File: config.mk
export PLATFORM = sky130hd
export DESIGN_NAME = mac_vec_pipe
export DESIGN_NICKNAME = d
export VERILOG_FILES = /design/src/rtl/mac_pkg.sv /design/src/rtl/mac_mult_pipe.sv /design/src/rtl/mac_vec_pipe.sv
export SDC_FILE = /design/constraint.sdc
export NUM_CORES = 1
export LEC_CHECK = 0
export CAP_MARGIN = 20
export CORE_ASPECT_RATIO = 2
export CORE_MARGIN = 4
export CORE_UTILIZATION = 58
export DETAILED_ROUTE_END_ITERATION = 6
export PLACE_DENSITY = 0.77
export SLEW_MARGIN = 30
export SYNTH_ARGS = -nofsm -noshare
export SYNTH_HDL_FRONTEND = slang
export SYNTH_SLANG_ARGS = --single-unit
export TNS_END_PERCENT = 20
File: constraint.sdc
create_clock -name clk -period 6.1 [get_ports clk]
set_input_delay 1.83 -clock clk [delete_from_list [all_inputs] [get_ports clk]]
set_output_delay 1.83 -clock clk [all_outputs]
set_load 0.005 [all_outputs]
File: src/rtl/mac_pkg.sv
// mac_pkg: shared tag bundle and saturation bounds for the vector MAC
package mac_pkg;
  typedef struct packed {
    logic valid;
    logic first;
    logic last;
  } tag_t;
  function automatic logic signed [63:0] sat_max(input int w);
    return (64'sd1 <<< (w - 1)) - 64'sd1;
  endfunction
  function automatic logic signed [63:0] sat_min(input int w);
    return -(64'sd1 <<< (w - 1));
  endfunction
endpackage

File: src/rtl/mac_mult_pipe.sv
// mac_mult_pipe: full-precision signed multiplier over STAGES registers with aligned tags
module mac_mult_pipe import mac_pkg::*; #(
  parameter int A_W = 10,
  parameter int B_W = 10,
  parameter int STAGES = 2
) (
  input  logic                     clk,
  input  logic                     reset,
  input  logic signed [A_W-1:0]    a,
  input  logic signed [B_W-1:0]    b,
  input  tag_t                     tag_in,
  output logic signed [A_W+B_W-1:0] p,
  output tag_t                     tag_out
);
  localparam int P_W = A_W + B_W;
  logic signed [P_W-1:0] prod [STAGES];
  tag_t tag [STAGES];
  always_ff @(posedge clk or negedge reset)
    if (!reset) begin
      for (int i = 0; i < STAGES; i++) begin
        prod[i] <= '0;
        tag[i] <= '0;
      end
    end else begin
      prod[0] <= P_W'(a) * P_W'(b);
      tag[0] <= tag_in;
      for (int i = 1; i < STAGES; i++) begin
        prod[i] <= prod[i-1];
        tag[i] <= tag[i-1];
      end
    end
  assign p = prod[STAGES-1];
  assign tag_out = tag[STAGES-1];
endmodule

File: src/rtl/mac_vec_pipe.sv
// mac_vec_pipe: pipelined signed saturating dot-product engine with one result per vector
module mac_vec_pipe import mac_pkg::*; #(
  parameter int A_W = 10,
  parameter int B_W = 10,
  parameter int ACC_W = 20,
  parameter int MULT_STAGES = 2,
  parameter int CNT_W = 8
) (
  input  logic                    clk,
  input  logic                    reset,
  input  logic                    valid_in,
  input  logic signed [A_W-1:0]   a,
  input  logic signed [B_W-1:0]   b,
  input  logic [CNT_W-1:0]        vec_len,
  output logic signed [ACC_W-1:0] f,
  output logic                    valid_out,
  output logic                    sat
);
  localparam int P_W = A_W + B_W;
  localparam logic signed [63:0] MAX64 = sat_max(ACC_W);
  localparam logic signed [63:0] MIN64 = sat_min(ACC_W);
  localparam logic signed [ACC_W-1:0] ACC_MAX = MAX64[ACC_W-1:0];
  localparam logic signed [ACC_W-1:0] ACC_MIN = MIN64[ACC_W-1:0];
  if (ACC_W < P_W) begin : g_bad_acc_w
    $error("ACC_W must be at least A_W+B_W");
  end
  if (MULT_STAGES < 1) begin : g_bad_stages
    $error("MULT_STAGES must be at least 1");
  end
  logic [CNT_W-1:0] cnt, len, len_cur;
  logic first_in, last_in;
  logic signed [A_W-1:0] in_a;
  logic signed [B_W-1:0] in_b;
  tag_t in_tag, tag_m, tag_r;
  logic signed [P_W-1:0] p_m;
  logic signed [ACC_W-1:0] p_r, acc, base, sum, res;
  logic acc_sat, ovf, unf, sat_n;
  assign first_in = cnt == '0;
  assign len_cur = first_in ? (vec_len == '0 ? CNT_W'(1) : vec_len) : len;
  assign last_in = cnt + CNT_W'(1) == len_cur;
  always_ff @(posedge clk or negedge reset)
    if (!reset) begin
      cnt <= '0;
      len <= '0;
      in_a <= '0;
      in_b <= '0;
      in_tag <= '0;
    end else begin
      in_a <= a;
      in_b <= b;
      in_tag <= '{valid: valid_in, first: first_in, last: last_in};
      if (valid_in) begin
        len <= len_cur;
        cnt <= last_in ? '0 : cnt + CNT_W'(1);
      end
    end
  mac_mult_pipe #(.A_W(A_W), .B_W(B_W), .STAGES(MULT_STAGES)) u_mult (
    .clk(clk), .reset(reset), .a(in_a), .b(in_b), .tag_in(in_tag), .p(p_m), .tag_out(tag_m)
  );
  // Overflow is only possible when both addends share a sign and the sum flips it
  assign base = tag_r.first ? '0 : acc;
  assign sum = base + p_r;
  assign ovf = !base[ACC_W-1] && !p_r[ACC_W-1] && sum[ACC_W-1];
  assign unf = base[ACC_W-1] && p_r[ACC_W-1] && !sum[ACC_W-1];
  assign res = ovf ? ACC_MAX : unf ? ACC_MIN : sum;
  assign sat_n = (!tag_r.first && acc_sat) || ovf || unf;
  always_ff @(posedge clk or negedge reset)
    if (!reset) begin
      p_r <= '0;
      tag_r <= '0;
      acc <= '0;
      acc_sat <= 1'b0;
      f <= '0;
      sat <= 1'b0;
      valid_out <= 1'b0;
    end else begin
      p_r <= ACC_W'(p_m);
      tag_r <= tag_m;
      valid_out <= tag_r.valid && tag_r.last;
      if (tag_r.valid && tag_r.last) begin
        f <= res;
        sat <= sat_n;
        acc <= '0;
        acc_sat <= 1'b0;
      end else if (tag_r.valid) begin
        acc <= res;
        acc_sat <= sat_n;
      end
    end
endmodule

==> metrics.md <==
| Metric | Value |
|---|---|
| Outcome | `complete, no violations` |
| Commonest non-fill, non-tap cell in the layout | `dfrtp_1` |
| Total routed wirelength | `20,500 um` |
| Area Growth Syn to Fin | `12.32%` |
| Dpl cell area | `0.01096 sq mm` |
| Multi-input gate area | `0.005797 sq mm` |
| Seq/Total Area, Yosys | `36.79%` |
| Most frequent cells in the layout | `dfrtp_1 (151), inv_1 (149), fa_1 (93)` |
| DP HPWL | `16,430 um` |
| Main synth FF type | `dfrtp_1` |
| CTS tree | `done` |
| Final period util | `84.66%` |
| Largest net degree at the start of global routing | `59` |
| Fillcell total | `1,397` |
| Total Power | `6.012 mW` |
| Nets | `1,222` |
| Critical path class | `flip-flop to flip-flop` |
| Clock tree sinks | `151` |
| Worst slew pin tran | `0.7843 ns` |
| Leakage power | `5.595 nW` |
| WL/cell | `16.41 um` |
| Initial antenna violation count | `0` |
| Crit path launch type | `flip-flop` |
| Clock transition at path regs | `0.06 ns` |
| Setup-failing EPs final | `0` |
| Endpoints failing hold | `0` |
| DR vias | `6,864` |
| Avg Vias per Cell | `5.496` |
| Skew final | `0.01115 ns` |
| Initial Util | `59.18%` |
| Mapped Area | `0.01027 sq mm` |
| Number of DRC markers in iteration 0 | `244` |
| All-Layer GR Usage | `22.94%` |
| Port-buffer cells | `52` |
| Max VDD drop | `338.5 uV` |
| Yosys reg bits | `151` |
| Row Count | `68` |
| DIE HEIGHT | `196.2 um` |
| Final GP Congestion | `0.9023` |
| Share of layout cells above drive strength 1 | `6.160%` |
| ANT nets after route | `0` |
| Drt pass-1 iters | `5` |
| Setup Fix Bufs, Post-CTS | `0` |
| Diode count | `0` |
| Crit path required time | `6.39 ns` |
| WP data arrival | `5.46 ns` |
| Worst-skew pair later-pin latency | `0.42 ns` |
| Clock buffer count from CTS | `17` |
| CP max FO | `10` |
| Post-synth ARST share | `100.0%` |
| Slew HR | `47.40%` |
| DIE AREA | `0.02003 sq mm` |
| Grt ovf | `0` |
| Final min period | `5.164 ns` |
| Unrepaired setup endpoints after global routing | `no` |
| # DRC | `0` |
| Pre-CTS setup slack | `0.9698 ns` |
| Crit path capture type | `flip-flop` |
| Vias in the first global route | `7,730` |
| Final Max Tran Viols | `0` |
| Post-synth EDFFs | `0` |
| Setup TNS | `0 ns` |
| Worst setup margin | `0.9356 ns` |
| HP Class | `flip-flop to flip-flop` |
| I/O Pins | `53` |
| Clk root buf | `clkbuf_16` |
| Post-synth cell types | `70` |
| Syn_nets | `1,181` |
| Cell count after synthesis | `985` |
| First-pass GRT wire length | `35,850 um` |
| H-tree levels | `4` |
| Fmax | `193.6 MHz` |
| Post-CTS resize count | `0` |
| Number of max-cap violations | `0` |
| Synthesis Warnings | `0` |
| Final Cell Area | `0.01154 sq mm` |
| Seq. cell area | `0.003779 sq mm` |
| PwrDens | `521.1 mW/mm^2` |
| Synthesized area per cell | `10.43 sq um` |
| Hold Buf Count CTS | `0` |
| Chip width | `102.1 um` |
| Clock Tree Buf Depth | `2` |
| Final hold slack | `0.3431 ns` |
| Core Box Area | `0.01736 sq mm` |
## per-layer routing
metal | wire [um] | up-vias | GRT usage [%]
li1 | - | 3272 | -
met1 | 7156 | 3384 | 23.98
met2 | 11660 | 143 | 42.38
met3 | 512 | 65 | 2.954
met4 | 1169 | 0 | 13.14
met5 | 0 | - | 0
## stage by stage
stage / std cells / utilization, %
after global placement: 1217 / 63.15
after floorplan: 985 / -
after detailed placement: 1217 / 63.15
final: 1249 / 66.46
after CTS: 1249 / 66.46
after global routing: 1249 / 66.46
## logic make-up after synthesis
kind of cell,share of synthesized area (%)
simple gates,13.11
mux,1.571
xor+xnor,3.667
compound gates,11.20
flops,36.79
buf+inv,6.773
fa+ha+maj,26.90
## sequential cells by signal, summed over array words and instances, names as in the netlist, 10 cells and up
signal	count
acc	20
in_a	10
u_mult.prod	20
f	20
in_b	10
u_mult.p	20
p_r	20
## final cells by class
cell class                      instances  share of cell area (%)
Tap cell                              210                   2.278
Timing Repair Buffer                   57                   4.848
Clock buffer                           20                   3.959
Sequential cell                       151                   32.75
Multi-Input combinational cell        649                   50.25
Clock inverter                         12                   1.030
Inverter                              150                   4.881
## worst paths after layout
path	cells after the start	to	start	slack (ns)
max reg2reg	15	u_mult.prod[36]	in_b[1]	0.94
max in group asynchronous	2	u_mult.tag_out[2]	reset	3.67
min reg2reg	0	u_mult.p[11]	u_mult.prod[31]	0.34
min	0	u_mult.p[11]	u_mult.prod[31]	0.34
max	15	u_mult.prod[36]	in_b[1]	0.94
min in group asynchronous	1	acc[4]	reset	1.35
## cell usage after synthesis (2+ instances only)
cell type  count  area (sq um)
a211oi_1       8         60.06
a21o_1        19         142.6
a21oi_1       47         235.2
a31oi_1        2         12.51
a41oi_1        2         17.52
and2_1        42         262.8
and3_1         5         31.28
clkbuf_1      34         127.6
dfrtp_1      151          3779
fa_1          93          1862
ha_1          72         900.9
inv_1        149         559.3
mux2_1         2         22.52
mux2_2         7         78.83
mux2i_1        6         60.06
nand2_1       91         341.6
nand2b_1       9         56.30
nand3_1       14         70.07
nand3b_1       2         15.01
nor2_1        25         93.84
nor2b_1       30         187.7
nor3_1        13         65.06
nor4b_4        3         71.32
o211ai_1       4         30.03
o21a_1        11         82.58
o21ai_0       22         110.1
o21ai_1       17         85.08
o21bai_1       3         22.52
o22ai_1        6         37.54
o2bb2ai_1     11         96.34
o31ai_1        3         22.52
or3_1          3         18.77
xnor2_1       38         332.8
xor2_1         5         43.79
## worst max-delay path: stages, from the launching register on
cell	delay, ns
dfrtp_1	0.54
nand2_1	0.19
fa_1	0.60
fa_1	0.45
fa_1	0.56
fa_1	0.43
fa_1	0.50
inv_1	0.04
ha_1	0.33
a21o_1	0.17
a21oi_1	0.20
nor3b_1	0.31
inv_1	0.08
a41oi_1	0.31
o21bai_1	0.15
xor2_1	0.16
## power by group
part | leakage (nW) | internal [mW] | switching [mW]
clock network | 0.267 | 0.588 | 0.414
logic | 3.48 | 1.56 | 2.00
registers | 1.84 | 1.31 | 0.141
total | 5.59 | 3.46 | 2.56
Power figures use the tool's default switching activity.
